**src/rtl/mem_access_stage_if.sv**
```systemverilog
// ---------------------------------------------------------------------------
// mem_access_stage_if
// Data-memory request/ack bus between the MEM stage and a multi-cycle memory.
//   mem_req   : request, held high for the whole access
//   mem_we    : 1 = store, 0 = load
//   mem_addr  : access address (64)
//   mem_wdata : store data (64)
//   mem_rdata : load data, valid while mem_ack is high (64)
//   mem_ack   : one-cycle completion pulse
// master = pipeline stage, slave = memory.
// ---------------------------------------------------------------------------
interface mem_access_stage_if;
    logic        mem_req;
    logic        mem_we;
    logic [63:0] mem_addr;
    logic [63:0] mem_wdata;
    logic [63:0] mem_rdata;
    logic        mem_ack;

    modport master (
        output mem_req, mem_we, mem_addr, mem_wdata,
        input  mem_rdata, mem_ack
    );

    modport slave (
        input  mem_req, mem_we, mem_addr, mem_wdata,
        output mem_rdata, mem_ack
    );
endinterface

```
**src/rtl/mem_access_stage.sv**
```systemverilog
// ---------------------------------------------------------------------------
// mem_access_stage
// MEM stage of the LEGv8 pipeline. Consumes the EX/MEM register, runs loads
// and stores against a multi-cycle data memory, resolves branches and drives
// the MEM/WB register.
//   clk, reset           : clock, synchronous active-high reset
//   *_In                 : EX/MEM control and data
//   mem                  : data-memory request/ack bus (master side)
//   stall                : freeze PC, IF/ID, ID/EX and EX/MEM
//   PCSrc, branch_target : branch resolution
//   *_Out                : MEM/WB register contents
//   mem_fault            : sticky misalignment / timeout flag
// ---------------------------------------------------------------------------
module mem_access_stage #(
    parameter int TIMEOUT_CYCLES = 16
) (
    input  logic        clk,
    input  logic        reset,
    input  logic        RegWrite_In,
    input  logic        MemtoReg_In,
    input  logic        Branch_In,
    input  logic        MemRead_In,
    input  logic        MemWrite_In,
    input  logic        Zero_In,
    input  logic [63:0] ADD_result_In,
    input  logic [63:0] ALU_result_In,
    input  logic [63:0] rd_data_2_In,
    input  logic [4:0]  RegisterRd_In,
    mem_access_stage_if.master mem,
    output logic        stall,
    output logic        PCSrc,
    output logic [63:0] branch_target,
    output logic        RegWrite_Out,
    output logic        MemtoReg_Out,
    output logic [63:0] ALU_result_Out,
    output logic [63:0] Read_data_Out,
    output logic [4:0]  RegisterRd_Out,
    output logic        mem_fault
);

    localparam logic [7:0] LP_LAST = 8'(TIMEOUT_CYCLES - 1);

    typedef enum logic {S_IDLE, S_ACCESS} state_t;

    // MEM/WB register contents; all-zero is a bubble
    typedef struct packed {
        logic        reg_write;
        logic        memto_reg;
        logic [4:0]  rd;
        logic [63:0] alu;
        logic [63:0] rdata;
    } wb_t;

    // writeback control captured when an access is issued
    typedef struct packed {
        logic        reg_write;
        logic        memto_reg;
        logic [4:0]  rd;
        logic [63:0] alu;
    } lat_t;

    state_t      r_state;
    logic [7:0]  r_count;
    logic        r_mem_req;
    logic        r_mem_we;
    logic [63:0] r_mem_addr;
    logic [63:0] r_mem_wdata;
    logic        r_fault;
    wb_t         r_wb;
    lat_t        r_lat;

    logic        w_memop;
    logic        w_misaligned;
    logic        w_stall;

    always_comb begin
        w_memop      = MemRead_In | MemWrite_In;
        w_misaligned = w_memop & (ALU_result_In[2:0] != 3'd0);
        w_stall      = 1'b0;
        case (r_state)
            S_IDLE:   w_stall = w_memop & ~w_misaligned;
            // low in the ack cycle (and the final timeout cycle) so upstream
            // advances on the same edge that loads MEM/WB
            S_ACCESS: w_stall = ~mem.mem_ack & (r_count != LP_LAST);
            default:  w_stall = 1'b0;
        endcase
    end

    assign stall         = w_stall;
    assign PCSrc         = Branch_In & Zero_In & ~w_stall;
    assign branch_target = ADD_result_In;

    assign mem.mem_req   = r_mem_req;
    assign mem.mem_we    = r_mem_we;
    assign mem.mem_addr  = r_mem_addr;
    assign mem.mem_wdata = r_mem_wdata;

    assign RegWrite_Out   = r_wb.reg_write;
    assign MemtoReg_Out   = r_wb.memto_reg;
    assign RegisterRd_Out = r_wb.rd;
    assign ALU_result_Out = r_wb.alu;
    assign Read_data_Out  = r_wb.rdata;
    assign mem_fault      = r_fault;

    always_ff @(posedge clk) begin
        if (reset) begin
            r_state     <= S_IDLE;
            r_count     <= '0;
            r_mem_req   <= 1'b0;
            r_mem_we    <= 1'b0;
            r_mem_addr  <= '0;
            r_mem_wdata <= '0;
            r_fault     <= 1'b0;
            r_wb        <= '0;
            r_lat       <= '0;
        end else begin
            case (r_state)
                S_IDLE: begin
                    if (!w_memop) begin
                        r_wb <= '{reg_write: RegWrite_In, memto_reg: MemtoReg_In,
                                  rd: RegisterRd_In, alu: ALU_result_In, rdata: 64'd0};
                    end else if (w_misaligned) begin
                        // never reaches memory; instruction becomes a bubble
                        r_wb    <= '0;
                        r_fault <= 1'b1;
                    end else begin
                        r_lat <= '{reg_write: RegWrite_In, memto_reg: MemtoReg_In,
                                   rd: RegisterRd_In, alu: ALU_result_In};
                        r_mem_req   <= 1'b1;
                        r_mem_we    <= MemWrite_In;   // store wins if both set
                        r_mem_addr  <= ALU_result_In;
                        r_mem_wdata <= rd_data_2_In;
                        r_wb        <= '0;
                        r_count     <= '0;
                        r_state     <= S_ACCESS;
                    end
                end
                S_ACCESS: begin
                    // ack is checked first so it wins over a coincident timeout
                    if (mem.mem_ack) begin
                        r_mem_req <= 1'b0;
                        r_wb <= '{reg_write: r_lat.reg_write, memto_reg: r_lat.memto_reg,
                                  rd: r_lat.rd, alu: r_lat.alu,
                                  rdata: r_mem_we ? 64'd0 : mem.mem_rdata};
                        r_state   <= S_IDLE;
                    end else if (r_count == LP_LAST) begin
                        r_mem_req <= 1'b0;
                        r_fault   <= 1'b1;
                        r_wb      <= '0;
                        r_state   <= S_IDLE;
                    end else begin
                        r_count <= r_count + 8'd1;
                        r_wb    <= '0;
                    end
                end
                default: r_state <= S_IDLE;
            endcase
        end
    end

endmodule

```
**src/flat_wrapper.sv**
```systemverilog
// flat-port wrapper written by rule: the top's interface ports become plain ports
module mem_access_stage_flat 
#(
    parameter int TIMEOUT_CYCLES = 16
)
  (clk, reset, RegWrite_In, MemtoReg_In, Branch_In, MemRead_In, MemWrite_In, Zero_In, ADD_result_In, ALU_result_In, rd_data_2_In, RegisterRd_In, stall, PCSrc, branch_target, RegWrite_Out, MemtoReg_Out, ALU_result_Out, Read_data_Out, RegisterRd_Out, mem_fault, mem_mem_req, mem_mem_we, mem_mem_addr, mem_mem_wdata, mem_mem_rdata, mem_mem_ack);
  mem_access_stage_if mem_i ();
  input  logic clk;
  input  logic reset;
  input  logic RegWrite_In;
  input  logic MemtoReg_In;
  input  logic Branch_In;
  input  logic MemRead_In;
  input  logic MemWrite_In;
  input  logic Zero_In;
  input  logic [63:0] ADD_result_In;
  input  logic [63:0] ALU_result_In;
  input  logic [63:0] rd_data_2_In;
  input  logic [4:0] RegisterRd_In;
  output logic stall;
  output logic PCSrc;
  output logic [63:0] branch_target;
  output logic RegWrite_Out;
  output logic MemtoReg_Out;
  output logic [63:0] ALU_result_Out;
  output logic [63:0] Read_data_Out;
  output logic [4:0] RegisterRd_Out;
  output logic mem_fault;
  output wire logic [$bits(mem_i.mem_req)-1:0] mem_mem_req;
  output wire logic [$bits(mem_i.mem_we)-1:0] mem_mem_we;
  output wire logic [$bits(mem_i.mem_addr)-1:0] mem_mem_addr;
  output wire logic [$bits(mem_i.mem_wdata)-1:0] mem_mem_wdata;
  input wire logic [$bits(mem_i.mem_rdata)-1:0] mem_mem_rdata;
  input wire logic [$bits(mem_i.mem_ack)-1:0] mem_mem_ack;
  assign mem_mem_req = mem_i.mem_req;
  assign mem_mem_we = mem_i.mem_we;
  assign mem_mem_addr = mem_i.mem_addr;
  assign mem_mem_wdata = mem_i.mem_wdata;
  assign mem_i.mem_rdata = mem_mem_rdata;
  assign mem_i.mem_ack = mem_mem_ack;
  mem_access_stage #(.TIMEOUT_CYCLES(TIMEOUT_CYCLES)) u_core (.clk(clk), .reset(reset), .RegWrite_In(RegWrite_In), .MemtoReg_In(MemtoReg_In), .Branch_In(Branch_In), .MemRead_In(MemRead_In), .MemWrite_In(MemWrite_In), .Zero_In(Zero_In), .ADD_result_In(ADD_result_In), .ALU_result_In(ALU_result_In), .rd_data_2_In(rd_data_2_In), .RegisterRd_In(RegisterRd_In), .mem(mem_i), .stall(stall), .PCSrc(PCSrc), .branch_target(branch_target), .RegWrite_Out(RegWrite_Out), .MemtoReg_Out(MemtoReg_Out), .ALU_result_Out(ALU_result_Out), .Read_data_Out(Read_data_Out), .RegisterRd_Out(RegisterRd_Out), .mem_fault(mem_fault));
endmodule
```
**config.mk**
```make
export PLATFORM = sky130hd
export DESIGN_NAME = mem_access_stage_flat
export DESIGN_NICKNAME = d
export VERILOG_FILES = /design/src/rtl/mem_access_stage_if.sv /design/src/rtl/mem_access_stage.sv /design/src/flat_wrapper.sv
export SDC_FILE = /design/constraint.sdc
export NUM_CORES = 1
export LEC_CHECK = 0
export CAP_MARGIN = 10
export CORE_AREA = 2 2 236 238
export DETAILED_ROUTE_END_ITERATION = 10
export DIE_AREA = 0 0 238 240
export SETUP_SLACK_MARGIN = 0.5
export SYNTH_ARGS = -nofsm -noshare
export SYNTH_HDL_FRONTEND = slang
export SYNTH_SLANG_ARGS = --single-unit
```
**constraint.sdc**
```tcl
create_clock -name clk -period 2.7 [get_ports clk]
set_input_delay 0.54 -clock clk [delete_from_list [all_inputs] [get_ports clk]]
set_output_delay 0.54 -clock clk [all_outputs]
set_load 0.005 [all_outputs]
```
# Word-level counts from Yosys, hierarchy flattened
# Cells that the tools add are included.
[op_classes] addsub=1 multipliers=0 div=0 magnitude_cmp=0 n_eq_ne=9 n_shift=0 n_mux=25 bitwise_logic=10 reduce_logical=5
[ops] op="135-bit two-way mux" count=2
[ops] op="135-bit case mux with 2 select lines" count=1
[ops] op="64-bit two-way mux" count=1
[ops] op="8-bit two-way mux" count=4
[ops] op="8-bit case mux with 2 select lines" count=1
[ops] op="1-bit two-way mux" count=12
[ops] op="8-bit by 1-bit adder with 8-bit output, second input constant" count=1
[ops] op="8-bit by 4-bit equality test with 1-bit output, second input constant" count=1
[ops] op="2-bit != test, second input constant" count=4
[ops] op="8-bit by 4-bit != test with 1-bit output, second input constant" count=1
[ops] op="1-bit case mux with 2 select lines" count=4
[ops] op="4-bit AND reduction" count=2
[ops] op="3-bit AND reduction" count=2
[ops] op="1-bit bitwise AND" count=5
[ops] op="2-bit by 1-bit != test with 1-bit output, second input constant" count=2
[ops] op="1-bit inverter" count=4
[ops] op="3-bit != test, second input constant" count=1
[ops] op="3-bit nonzero test" count=1
[ops] op="1-bit bitwise OR" count=1
[word_totals] ff_bits=282 latchBits=0 ram_bits=0 mem_bits_ro=0 mem_count=0

# Logic depth before layout (Yosys ltp)
# Gate-level depths: netlist (run 1).
[depth] ltp_word=7 ltp_mapped=7 ltp_nobuf=5

# Worst setup path after synthesis (run 1)
# Ideal clock, no wire load.
[synth_path] kind="input to output" start="input ALU_result_In[0]" end="output PCSrc" arrival_time_ns=1.359 setup_slack_ns=0.801 path_stages=5 n_path_buf=1 cell_sequence="nor4_2 o21ai_0 buf_2 nand2_4 nor2_1"
[synth_between] elab_chain_len=7
[synth_lines] item="start: declaration" line_no="flat_wrapper.sv:17" rtl="input logic [63:0] ALU_result_In;"
[synth_lines] item="3-bit nonzero test" line_no="mem_access_stage.sv:78" rtl="w_misaligned = w_memop & (ALU_result_In[2:0] != 3'd0);"
[synth_lines] item="1-bit bitwise AND" line_no="mem_access_stage.sv:78"
[synth_lines] item="1-bit inverter (no line)"
[synth_lines] item="1-bit bitwise AND" line_no="mem_access_stage.sv:81" rtl="S_IDLE: w_stall = w_memop & ~w_misaligned;"
[synth_lines] item="1-bit case mux with 2 select lines" line_no="mem_access_stage.sv:80" rtl="case (r_state)"
[synth_lines] item="named net stall" line_no="flat_wrapper.sv:20" rtl="output logic stall;"
[synth_lines] item="1-bit inverter" line_no="mem_access_stage.sv:90" rtl="assign PCSrc = Branch_In & Zero_In & ~w_stall;"
[synth_lines] item="1-bit bitwise AND" line_no="mem_access_stage.sv:90"
[synth_lines] item="end: declaration" line_no="flat_wrapper.sv:21" rtl="output logic PCSrc;"
# The timed path passes the listed nets, and every way through them passes these cells.

# Worst setup path after layout (run 1)
[layout_path] start="register u_core.r_count[7]" end="output PCSrc"
[layout_between] elab_chain_len=5
[layout_lines] item="start: declaration" line_no="mem_access_stage.sv:63" rtl="logic [7:0] r_count;"
[layout_lines] item="start signal: assignment" line_no="mem_access_stage.sv:152" rtl="r_count <= r_count + 8'd1;"
[layout_lines] item="8-bit by 4-bit != test with 1-bit output" line_no="mem_access_stage.sv:84" rtl="S_ACCESS: w_stall = ~mem.mem_ack & (r_count != LP_LAST);"
[layout_lines] item="1-bit bitwise AND" line_no="mem_access_stage.sv:84"
[layout_lines] item="1-bit case mux with 2 select lines" line_no="mem_access_stage.sv:80"
[layout_lines] item="1-bit inverter" line_no="mem_access_stage.sv:90"
[layout_lines] item="1-bit bitwise AND" line_no="mem_access_stage.sv:90"
# No other way between the ends.

==> results by group, run 1 <==
Run status
  • Status: completed

Timing
  • RSZ-0062 raised after global routing: yes
  • Worst slew margin: ~56%
  • Setup_tns: 0 ps
  • Worst slew pin tran: 662 ps
  • Fmax: a little over 0.4 GHz
  • Final period demand of the worst path: 2440 ps
  • Hold slack: 333 ps
  • Final Hold Viols: 0
  • Final Setup Violations: 0
  • Final max-slew violation count: 0
  • Period Utilization, post-route: 90.4%
  • Clock Skews: 9.20 ps

Synth
  • Library cells used by synthesis: 37
  • Area fraction of the dominant cell type after synthesis: 56.3%
  • Ranking of synthesized cells by area: dfxtp_1, nand2_1, buf_4
  • Synthesized flop and latch total: 282
  • Mapped Cells: 1075
  • Ys async rst share: 0%
  • Post-synth top area cell: dfxtp_1
  • Predominant post-synthesis flop cell: dfxtp_1
  • Syn_nets: 1346
  • Most frequent cell after synthesis: dfxtp_1
  • Yosys warning count: 0
  • Post-Syn Area per Cell: 9.33 um2
  • Post-synth EDFFs: 0
  • Register area share after synthesis: 56.3%
  • Top cells by count, synth: dfxtp_1, nand2_1, a21oi_1
  • Post-Syn Area: 0.0100 mm2

Worst setup path
  • Critical path depth: 5
  • CP Max Fanout: 3
  • Critical path type: reg -> out
  • Top Family by Delay on Critical Path: simple AND/OR/NAND/NOR gates
  • Worst Setup End Kind: primary output
  • CP peak stage delay: between 500 and 600 ps
  • CP bufs+invs: 1
  • Slowest-stage cell, CP: or4_4
  • Crit start category: flip-flop
  • R2R depth: 7
  • Arrival @ worst endpoint: 1900 ps
  • Crit path cell chain: or4_4 -> o21ai_4 -> nand2_4 -> nor2_4 -> buf_2
  • WP data required: 2160 ps

Clock network
  • H-tree levels: 1
  • TritonCTS clock tree: yes
  • CTS Hold Bufs: 0
  • Insertion delay to the later sink of the worst-skew pair: 560 ps
  • Max clock buf depth: 3
  • # clock sinks: ~280
  • CTS Buf Count: 31
  • Clock slew at reported path FFs: 60 ps
  • Root cell of the clock tree: clkbuf_16

Power and ir drop
  • PwrDens: just under 600 mW/mm2
  • Peak VDD IR: 456 uV
  • Lkg Pwr: approximately 5.7 nW
  • Overall Power: 0.00931 W

Layout
  • Layout cell share with drive strength beyond 1: 7.97%
  • Nets: 1702
  • Area Growth Syn to Fin: 58.6%
  • Fin cells: 2159
  • Diode count: 0
  • Fill cells: 5652

Global route
  • Total GRT Usage: 11.5%
  • Largest net degree at the start of global routing: just under 80
  • Antenna violations before repair: 2
  • Grt total ovfl: 0
  • Vias in the first global route: 8166
  • First-pass GRT wire length: between 50000 and 60000 um

Route
  • DR pass1 iterations: 6
  • Via density per instance: 3.96
  • Drt drc: 0
  • WL/cell: roughly 16 um
  • DR vias: 8560
  • Post-Route WL: approximately 35000 um
  • DRT antenna net count: 0
  • Initial drt markers: 380

Place
  • DP HPWL: 26500 um
  • Placed instance count: 2098
  • Port buffer count: around 470
  • Gpl congestion: 0.828

Floorplanning
  • Ports: 602
  • Full die area: between 0.05 and 0.06 mm2
  • Initial core utilization: 18.3%
  • Die W: 238 um
  • # rows: 86
  • Core area: between 0.05 and 0.06 mm2
  • Die H: 240 um

Run
  • Max_cap viols: 0

Hold path
  • Tightest Hold Check Type: in -> reg
  • Hold depth: 2
routing by layer:
metal / track usage [%] / share of wire [%]
met1: 13.1 / 39
met5: 0 / 0.037
met4: 5.28 / 4.1
met3: 2.99 / 7.5
met2: 20.3 / 50
cells in the final DEF, fill, tap and decap left out, types with 5 or more instances in the layout:
master	n
buf_12	9
clkbuf_16	31
buf_4	37
a21oi_1	137
and2_1	64
clkbuf_8	7
nor2_1	6
clkbuf_1	5
clkdlybuf4s50_1	464
dfxtp_1	279
nand2_1	270
dlygate4sd2_1	5
a22o_1	71
clkinv_2	10
flip-flops by register name, summed over array words and instances, names as in the netlist:
name	flops
u_core.r_state	1
u_core.mem.mem_addr	64
u_core.MemtoReg_Out	1
u_core.r_lat	7
u_core.mem.mem_req	1
u_core.ALU_result_Out	64
u_core.RegisterRd_Out	5
u_core.RegWrite_Out	1
u_core.r_count	8
u_core.mem_fault	1
u_core.mem.mem_we	1
u_core.Read_data_Out	64
u_core.mem.mem_wdata	64
final timing paths:
check | start | endpoint | slack (ps)
min reg2reg | u_core.mem.mem_wdata[17] | u_core.mem.mem_wdata[17] | 450
min | reset | u_core.mem_fault | 330
max | u_core.r_count[7] | PCSrc | 260
max reg2reg | u_core.r_state | u_core.mem.mem_wdata[3] | 790
area by class of cell:
class	instances	area (um2)	share of cell area [%]
well taps	704	881	5.54
multi-input cells	596	3170	19.9
clock inverters	14	126	0.795
clock buffers	43	891	5.60
repair buffers	519	5180	32.6
flip-flops and latches	282	5650	35.5
inverters	1	3.75	0.0236
repair_timing:
action,4_1_cts,5_1_grt
buffers inserted,2,2
gates resized for setup,17,7
setup endpoints to repair,6,26
pin swaps,5,2
through the flow:
stage | util, % | instance area [um2] | setup WS, ps
after floorplan | - | 10000 | 801
after global placement | 27.1 | 14800 | -251
after detailed placement | 27.1 | 14800 | -222
after CTS | 29.0 | 15900 | 166
after global routing | 29.1 | 15900 | 165
final | 29.1 | 15900 | 259
logic make-up after synthesis:
group,synth area share (%)
buffers and inverters,12.8
flip-flops,56.3
AO/OA/AOI/OAI,14.3
adder cells (fa/ha/maj),0.125
AND/OR/NAND/NOR,16.5
where the power goes:
part	internal (W)	switching, W
logic	0.000507	0.000302
registers	0.00426	0.0000504
clock network	0.00248	0.00172
total	0.00724	0.00207
Power figures use the tool's default switching activity.
==> inputs of run 2 (changes only) <==
--- a/config.mk
+++ b/config.mk
@@ -5,10 +5,11 @@
 export SDC_FILE = /design/constraint.sdc
 export NUM_CORES = 1
 export LEC_CHECK = 0
-export CAP_MARGIN = 10
+export CAP_MARGIN = 20
 export CORE_AREA = 2 2 236 238
 export DETAILED_ROUTE_END_ITERATION = 10
 export DIE_AREA = 0 0 238 240
+export GPL_TIMING_DRIVEN = 0
 export SETUP_SLACK_MARGIN = 0.5
 export SYNTH_ARGS = -nofsm -noshare
 export SYNTH_HDL_FRONTEND = slang
==> run 2 against run 1 <==
Effect of this change:
- count of clock-buffer cells in the layout grew 5
- highest routed layer unchanged
- utilization up 3.1 points
- sequential cell count unchanged
- sequential share of layout area decreased by 3.4 points
- sequential power hardly changed
- die area did not move
- critical path depth unchanged
- final cell count increased by 11%
- first-iteration DRC count fell by 13%
- maximum frequency rose by 1.4%
- clock skew up 15 ps
==> results by group, run 2 (same netlist as run 1, synthesis figures left out) <==
Clock network
  • TritonCTS clock tree: yes
  • CTS Buf Count: 35 (+13%)
  • Insertion delay to the later sink of the worst-skew pair: 530 ps (-30 ps)
  • H-tree levels: 2 (+1)
  • # clock sinks: 282 (unchanged)
  • Root cell of the clock tree: clkbuf_16
  • CTS Hold Bufs: 0 (unchanged)
  • Max clock buf depth: 3 (unchanged)
  • Clock slew at reported path FFs: 50 ps (about the same)

Global route
  • First-pass GRT wire length: 57100 um (+13%)
  • Antenna violations before repair: 10 (+8)
  • Met2 usage: 24.7% (+4.5 points)
  • Met1 GRT Util: 14.3% (+1.2 points)
  • Largest net degree at the start of global routing: 13 (-83%)
  • Total GRT Usage: 13.4% (+1.9 points)
  • Grt total ovfl: 0 (unchanged)
  • Layer with the highest usage: met2
  • Met3 Usage GRT: 4.13% (+1.1 points)
  • Vias in the first global route: 9402 (+15%)

Timing
  • Clock Skews: 24.0 ps (+14.8 ps)
  • Worst slew margin: 52.2% (-3.6 points)
  • Fmax: 0.415 GHz (+1.4%)
  • Worst slew pin tran: 711 ps (+49.3 ps)
  • Final period demand of the worst path: 2410 ps (-34.2 ps)
  • Period Utilization, post-route: 89.1% (-1.3 points)
  • RSZ-0062 raised after global routing: yes
  • Final max-slew violation count: 0 (unchanged)
  • Final Setup Violations: 0 (unchanged)
  • Hold slack: 453 ps (+120 ps)
  • Final Hold Viols: 0 (unchanged)
  • Setup_tns: 0 ps (unchanged)

Worst setup path
  • Crit start category: flip-flop
  • Critical path type: reg -> out
  • CP Max Fanout: 3 (unchanged)
  • WP data required: 2160 ps (about the same)
  • Top Family by Delay on Critical Path: simple AND/OR/NAND/NOR gates
  • Critical path depth: 5 (unchanged)
  • CP bufs+invs: 1 (unchanged)
  • Arrival @ worst endpoint: 1870 ps (-30 ps)
  • CP peak stage delay: 550 ps (about the same)
  • Slowest-stage cell, CP: or4_4
  • Crit path cell chain: or4_4 -> o21ai_4 -> nand2_4 -> nor2_1 -> buf_2
  • Worst Setup End Kind: primary output
  • R2R depth: 4 (-3)

Floorplanning
  • Full die area: 0.0571 mm2 (unchanged)
  • Core area: 0.0547 mm2 (unchanged)
  • Die W: 238 um (unchanged)
  • Die H: 240 um (unchanged)
  • Initial core utilization: 18.3% (unchanged)
  • # rows: 86 (unchanged)
  • Ports: 602 (unchanged)

Power and ir drop
  • PwrDens: 574 mW/mm2 (-2.0%)
  • Overall Power: 0.0101 W (+8.4%)
  • Peak VDD IR: 367 uV (-20%)
  • Lkg Pwr: 6.63 nW (+16%)

Hold path
  • Tightest Hold Check Type: reg -> reg
  • Hold depth: 2 (unchanged)

Layout
  • Commonest non-fill, non-tap cell in the layout: clkdlybuf4s50_1
  • Area Growth Syn to Fin: 75.3%
  • Reg area: 0.00565 mm2 (about the same)
  • Nets: 1928 (+13%)
  • Layout cell share with drive strength beyond 1: 14.5% (+6.5 points)
  • Leading cell types in the layout, fill and taps excluded: clkdlybuf4s50_1, dfxtp_1, nand2_1
  • Fill cells: 5563 (-1.6%)
  • Multi-input logic area: 0.00315 mm2 (-0.63%)

Route
  • Post-Route WL: 41000 um (+16%)
  • Drt drc: 0 (unchanged)
  • Initial drt markers: 332 (-13%)
  • Via density per instance: 3.96 (-0.16%)
  • WL/cell: 17.2 um (+5.2%)
  • DR pass1 iterations: 5 (-1)
  • DRT antenna net count: 0 (unchanged)
  • DR vias: 9449 (+10%)

Run
  • Max_cap viols: 0 (unchanged)

Place
  • DP HPWL: 32500 um (+23%)
  • Port buffer count: 537 (+14%)
  • Gpl congestion: 0.883 (+6.7%)

Run status
  • Status: completed
[run 2: cell count changes in the layout (fill, tap and decap cells not counted), sizes merged, moves of 2 or more]
cell / change
clkbuf: +50
dlygate4sd2: -4
diode: +3
clkdlybuf4s15: +2
clkdlybuf4s50: +68
buf: +112
clkinv: -2
[run 2: routing by layer]
| metal | part of all wire (%) | vias up | wire (um) |
|---|---|---|---|
| met2 | 51 | 467 | 21000 |
| met5 | 0.063 | - | 26 |
| met1 | 37 | 4323 | 15200 |
| li1 | - | 4586 | - |
| met4 | 3.2 | 4 | 1320 |
| met3 | 8.5 | 69 | 3470 |
[run 2: stage by stage]
| step | cells | util, % | area [um2] | worst slack (ps) |
|---|---|---|---|---|
| 3_5_place_dp | 2317 | 29.8 | 16300 | -664 |
| 2_1_floorplan | 1075 | - | 10000 | 801 |
| 5_1_grt | 2387 | 32.2 | 17600 | 208 |
| 3_3_place_gp | 2316 | 29.8 | 16300 | -1400 |
| 6_report | 2387 | 32.2 | 17600 | 293 |
| 4_1_cts | 2384 | 32.1 | 17500 | 216 |
[run 2: worst paths after layout]
kind,startpoint,to,slack [ps]
max,u_core.r_count[7],PCSrc,290
min,u_core.mem.mem_wdata[45],u_core.mem.mem_wdata[45],450
max reg2reg,u_core.r_state,u_core.ALU_result_Out[6],610
min reg2reg,u_core.mem.mem_wdata[45],u_core.mem.mem_wdata[45],450
[run 2: worst register-to-register path, stage by stage (launching register included)]
cell and delay (ps):
dfxtp_1 360, clkbuf_1 290, nor4_4 680, buf_2 410, a22o_1 270
[run 2: final cells by class]
class / count / share of cell area (%)
Sequential cell: 282 / 32.1
Inverter: 1 / 0.0214
Multi-Input combinational cell: 596 / 17.9
Timing Repair Buffer: 545 / 30.9
Buffer: 196 / 7.35
Antenna cell: 3 / 0.0427
Clock inverter: 12 / 0.819
Clock buffer: 48 / 5.83
Tap cell: 704 / 5.01
[run 2: timing repair]
item                                   4_1_cts  5_1_grt
gates resized for setup                     28       14
setup endpoints to repair                  200       96
setup buffers                                7        0
pin swaps                                    5        5
endpoints found under the hold margin        0        0
[run 2: power breakdown]
group          internal (W)  switching (W)
clock               0.00286        0.00189
combinational      0.000662       0.000369
sequential          0.00426      0.0000515
